## config.mk

```make
export PLATFORM = sky130hd
export DESIGN_NAME = debug_load_ctrl
export DESIGN_NICKNAME = d
export VERILOG_FILES = /design/src/rtl/debug_pkg.sv /design/src/rtl/debug_load_ctrl.sv
export SDC_FILE = /design/constraint.sdc
export NUM_CORES = 1
export LEC_CHECK = 0
export CAP_MARGIN = 5
export CORE_MARGIN = 5
export CORE_UTILIZATION = 45
export DETAILED_ROUTE_END_ITERATION = 12
export PLACE_DENSITY = 0.79
export SYNTH_ARGS = -nofsm -noshare
export SYNTH_HDL_FRONTEND = slang
export SYNTH_SLANG_ARGS = --single-unit
```

## constraint.sdc

```tcl
create_clock -name i_clk -period 2.8 [get_ports i_clk]
set_input_delay 0.42 -clock i_clk [delete_from_list [all_inputs] [get_ports i_clk]]
set_output_delay 0.42 -clock i_clk [all_outputs]
set_load 0.02 [all_outputs]
```

## src/rtl/debug_pkg.sv

```systemverilog
// Shared command codes and state encodings for the debug load controller.
package debug_pkg;

  localparam int unsigned STATE_W = 3;

  localparam logic [7:0] CMD_LOAD = 8'h01;
  localparam logic [7:0] CMD_RUN  = 8'h02;
  localparam logic [7:0] CMD_STEP = 8'h03;
  localparam logic [7:0] CMD_HALT = 8'h04;

  typedef enum logic [STATE_W-1:0] {
    ST_IDLE      = 3'd0,
    ST_LOAD_LEN  = 3'd1,
    ST_LOAD_DATA = 3'd2,
    ST_RUN       = 3'd3,
    ST_STEP      = 3'd4,
    ST_LOAD_CHK  = 3'd5
  } state_t;

endpackage

```

## src/rtl/debug_load_ctrl.sv

```systemverilog
// Debug command sequencer: decodes commands, streams program words into imem, gates the CPU enable.
// Optional load checksum stage enabled by defining DEBUG_LOAD_CHECKSUM_EN.
module debug_load_ctrl
  import debug_pkg::*;
#(
  parameter int unsigned DATA_W     = 32,
  parameter int unsigned IMEM_DEPTH = 256,
  parameter int unsigned ADDR_W     = 8
) (
  input  logic              i_clk,
  input  logic              i_reset_n,
  input  logic [DATA_W-1:0] i_word,
  input  logic              i_word_valid,
  input  logic              i_cpu_halted,
  output logic              o_imem_we,
  output logic [ADDR_W-1:0] o_imem_addr,
  output logic [DATA_W-1:0] o_imem_data,
  output logic              o_cpu_en,
  output logic              o_busy,
  output logic              o_load_done,
  output logic              o_cmd_err,
  output logic [2:0]        o_state
);

  // Length must hold IMEM_DEPTH itself, so it is one bit wider than the address when depth is a power of two.
  localparam int unsigned LEN_W = $clog2(IMEM_DEPTH + 1);

  state_t           state, state_nx;
  logic [LEN_W-1:0] len, len_nx, cnt, cnt_nx;
  logic             we_nx, done_nx, err_nx, en_nx;
  logic [7:0]       cmd;
  logic             last_word, run_exit, len_zero, len_big;

  assign cmd       = i_word[7:0];
  assign last_word = ((cnt + LEN_W'(1)) == len);
  assign run_exit  = i_cpu_halted || (i_word_valid && (cmd == CMD_HALT));
  assign len_zero  = (i_word == '0);
  assign len_big   = (i_word > DATA_W'(IMEM_DEPTH));

`ifdef DEBUG_LOAD_CHECKSUM_EN
  logic [DATA_W-1:0] sum;

  always_ff @(posedge i_clk or negedge i_reset_n) begin
    if (!i_reset_n)                               sum <= '0;
    else if (state == ST_LOAD_LEN)                sum <= '0;
    else if (state == ST_LOAD_DATA && i_word_valid) sum <= sum + i_word;
  end
`endif

  always_ff @(posedge i_clk or negedge i_reset_n) begin
    if (!i_reset_n) begin
      state       <= ST_IDLE;
      len         <= '0;
      cnt         <= '0;
      o_imem_we   <= 1'b0;
      o_imem_addr <= '0;
      o_imem_data <= '0;
      o_cpu_en    <= 1'b0;
      o_load_done <= 1'b0;
      o_cmd_err   <= 1'b0;
    end else begin
      state       <= state_nx;
      len         <= len_nx;
      cnt         <= cnt_nx;
      o_imem_we   <= we_nx;
      o_cpu_en    <= en_nx;
      o_load_done <= done_nx;
      o_cmd_err   <= err_nx;
      if (we_nx) begin
        o_imem_addr <= cnt[ADDR_W-1:0];
        o_imem_data <= i_word;
      end
    end
  end

  always_comb begin
    state_nx = state;
    len_nx   = len;
    cnt_nx   = cnt;
    case (state)
      ST_IDLE:
        if (i_word_valid) begin
          case (cmd)
            CMD_LOAD: state_nx = ST_LOAD_LEN;
            CMD_RUN:  state_nx = ST_RUN;
            CMD_STEP: state_nx = ST_STEP;
            default:  state_nx = ST_IDLE;
          endcase
        end
      ST_LOAD_LEN:
        if (i_word_valid) begin
          if (len_zero) begin
`ifdef DEBUG_LOAD_CHECKSUM_EN
            state_nx = ST_LOAD_CHK;
`else
            state_nx = ST_IDLE;
`endif
          end else if (len_big) begin
            state_nx = ST_IDLE;
          end else begin
            len_nx   = i_word[LEN_W-1:0];
            cnt_nx   = '0;
            state_nx = ST_LOAD_DATA;
          end
        end
      ST_LOAD_DATA:
        if (i_word_valid) begin
          cnt_nx = cnt + LEN_W'(1);
          if (last_word) begin
`ifdef DEBUG_LOAD_CHECKSUM_EN
            state_nx = ST_LOAD_CHK;
`else
            state_nx = ST_IDLE;
`endif
          end
        end
      ST_RUN:      if (run_exit) state_nx = ST_IDLE;
      ST_STEP:     state_nx = ST_IDLE;
`ifdef DEBUG_LOAD_CHECKSUM_EN
      ST_LOAD_CHK: if (i_word_valid) state_nx = ST_IDLE;
`endif
      default:     state_nx = ST_IDLE;
    endcase
  end

  always_comb begin
    we_nx   = 1'b0;
    done_nx = 1'b0;
    err_nx  = 1'b0;
    en_nx   = 1'b0;
    case (state)
      ST_IDLE:
        if (i_word_valid && !(cmd inside {CMD_LOAD, CMD_RUN, CMD_STEP, CMD_HALT}))
          err_nx = 1'b1;
      ST_LOAD_LEN:
        if (i_word_valid) begin
`ifndef DEBUG_LOAD_CHECKSUM_EN
          done_nx = len_zero;
`endif
          err_nx  = !len_zero && len_big;
        end
      ST_LOAD_DATA:
        if (i_word_valid) begin
          we_nx = 1'b1;
`ifndef DEBUG_LOAD_CHECKSUM_EN
          done_nx = last_word;
`endif
        end
      ST_RUN: begin
        en_nx  = !run_exit;
        err_nx = i_word_valid && (cmd != CMD_HALT);
      end
      // Enable is registered, so the single step pulse appears as the FSM lands back in IDLE.
      ST_STEP:     en_nx = !i_cpu_halted;
`ifdef DEBUG_LOAD_CHECKSUM_EN
      ST_LOAD_CHK:
        if (i_word_valid) begin
          done_nx = (i_word == sum);
          err_nx  = (i_word != sum);
        end
`endif
      default: ;
    endcase
  end

  assign o_busy  = (state != ST_IDLE);
  assign o_state = state;

endmodule

```

==> impl_metrics.json <==
{
  "nFillCells": 650,
  "arrival_ns": 2.53,
  "cts_sinks": 65,
  "synth_edf_count": 0,
  "critPathKind": "in -> reg",
  "cts_tree": "built",
  "grt_start_max_net_pins": 51,
  "fp.dieW_um": 94.8,
  "status": "finished clean",
  "synth_top_area_share_pct": 50.3,
  "post-route-drc-count": 0,
  "setup_violations": 0,
  "postCtsResizedCells": 0,
  "ioPinCount": 84,
  "drt_wl_total_mm": 8.35,
  "rsz0062_at_grt": "false",
  "area_growth_pct": 35.8,
  "cts_root_buf": "clkbuf_8",
  "vias_per_cell": 5.33,
  "yosysSeqAreaShare_pct": 50.3,
  "synth_nets": 390,
  "synth.ff_latch_count": 65,
  "fp.dieArea_um2": 8980,
  "ir_drop_v": 0.000677,
  "hold_slack_ns": 0.0583,
  "port_buffers": 83,
  "synth_commonest_cells": "nand2_1, dfrtp_1, clkbuf_1",
  "antenna_found_initial": 0,
  "yosysUniqueCellTypes": 58,
  "dr.first_iter.drc_count": 222,
  "finalCritPeriodShare_pct": 82.6,
  "clk_pin_slew_worst_paths_ns": 0.07,
  "synth_area_um2": 3230,
  "grt_pass1_vias": 2915,
  "required_ns": 3.01,
  "yosys_most_used_dff": "dfrtp_1",
  "drv_slew": 0,
  "yosysMostFrequentCell": "nand2_1",
  "multiInputGateArea_um2": 1480,
  "wire_per_inst_um": 15.5,
  "tightest_slew_ns": 0.539,
  "p_leak_nw": 1.98,
  "final_area_um2": 4390,
  "p_per_area_nw_per_um2": 946,
  "hpwlAfterDp_mm": 6.04,
  "fp.coreArea_um2": 7140,
  "vias": 2867,
  "route.met2.wl_mm": 4.03,
  "dr.max_layer_used": "met4",
  "yosys.area.top_type": "dfrtp_1",
  "syn_area_per_cell_um2": 9.16,
  "postPlaceCellArea_um2": 4160,
  "period_minus_slack_ns": 2.31,
  "clockBufferDepth": 2,
  "track_usage_pct": 20.1,
  "ctsHoldBuffers": 0,
  "grt_pass1_wl_mm": 14.2,
  "skew_ns": 0.0128,
  "drive_gt1_share_pct": 11.2,
  "yosysWarnings": 0,
  "std_cell_rows": 31,
  "initial_core_util_pct": 45.3,
  "die_y_um": 94.8,
  "h-tree-depth": 3,
  "finalHoldViolCount": 0,
  "grt_overflow": 0,
  "n_antenna_cell": 0,
  "final_nets": 471,
  "insertion_delay_ns": 0.34,
  "fmax_ghz": 0.433,
  "cts_buffers": 9,
  "synth_area_leaders": "dfrtp_1, nand2_1, mux2_2",
  "gp_congestion": 0.890,
  "synthCells": 353,
  "start_kind": "input port",
  "met3_length_um": 751,
  "final-seq-area_um2": 1630,
  "cap_violations": 0,
  "cts_setup_buffers": 0,
  "slew_headroom_pct": 64.0,
  "async_reset_ff_share_pct": 100,
  "wl_met1_mm": 3.41,
  "hold_class": "in -> async",
  "cp-end-kind": "flop",
  "fin_setup_tns_ns": 0,
  "ant_nets": 0,
  "cp_max_fo": 17,
  "first_pass_iters": 4
}
-- placed cells by master (no fill, tap or decap), drive strengths merged, types with 7 or more instances in the layout --
| master | instances |
|---|---|
| dfrtp | 65 |
| clkbuf | 10 |
| nor4 | 9 |
| mux2 | 11 |
| nand3 | 7 |
| a32o | 7 |
| o21ai | 11 |
| buf | 11 |
| clkdlybuf4s50 | 82 |
| nand2 | 132 |
| nor2 | 7 |
-- cell families after synthesis --
family,share of synthesized area (%)
flops,50.3
mux,4.06
fa+ha+maj,0.387
buf+inv,4.02
compound gates,10.8
simple gates,28.3
xor+xnor,2.17
-- report_power, final --
part           switching [W]  internal, W
registers           0.000283      0.00123
clock network       0.000375     0.000528
logic               0.000941     0.000799
-- sequential cells by signal, indices dropped and copies added, names as in the netlist --
signal	count
o_load_done	1
o_cpu_en	1
cnt	9
o_imem_data	32
len	9
o_cmd_err	1
o_imem_addr	8
o_imem_we	1
o_state	3
-- path summary, 6_finish.rpt --
kind	from	to	slack, ns	cells after the start
worst max-delay path	i_word[21]	len[8]	0.49	6
worst min-delay path	i_reset_n	o_imem_addr[2]	0.06	1
worst max register to register	cnt[0]	o_state[1]	0.73	6
worst min register to register	o_imem_data[0]	o_imem_data[0]	0.47	2
max in group asynchronous	i_reset_n	len[7]	2.13	2
min in group i_clk	o_imem_data[0]	o_imem_data[0]	0.47	2
-- through the flow --
stage	power [W]	util, %	instances	worst slack, ns
global route	0.00444	61.6	538	0.383
global placement	0.00321	58.3	522	0.196
floorplan	0.00247	-	353	0.732
CTS	0.00418	61.6	538	0.486
finish	0.00416	61.6	538	0.488
detailed placement	0.00326	58.3	522	0.131
-- final cells by class --
cell class | instances | share of cell area [%]
Multi-Input combinational cell | 259 | 33.6
Inverter | 6 | 0.513
Timing Repair Buffer | 93 | 20.8
Tap cell | 99 | 2.82
Clock buffer | 10 | 3.13
Clock inverter | 6 | 2.08
Sequential cell | 65 | 37.0
-- worst max-delay path, stage by stage --
cell	delay, ns
clkdlybuf4s50_1	0.42
nor4_1	0.34
nand4_1	0.30
nor4_4	0.39
nand3_4	0.28
mux2_4	0.38
-- routing by layer --
metal | global-route usage [%] | vias up
li1 | - | 1368
met1 | 25.1 | 1383
met5 | 0 | -
met2 | 31.9 | 101
met4 | 6.49 | 0
met3 | 8.05 | 15
Power figures use the tool's default switching activity.
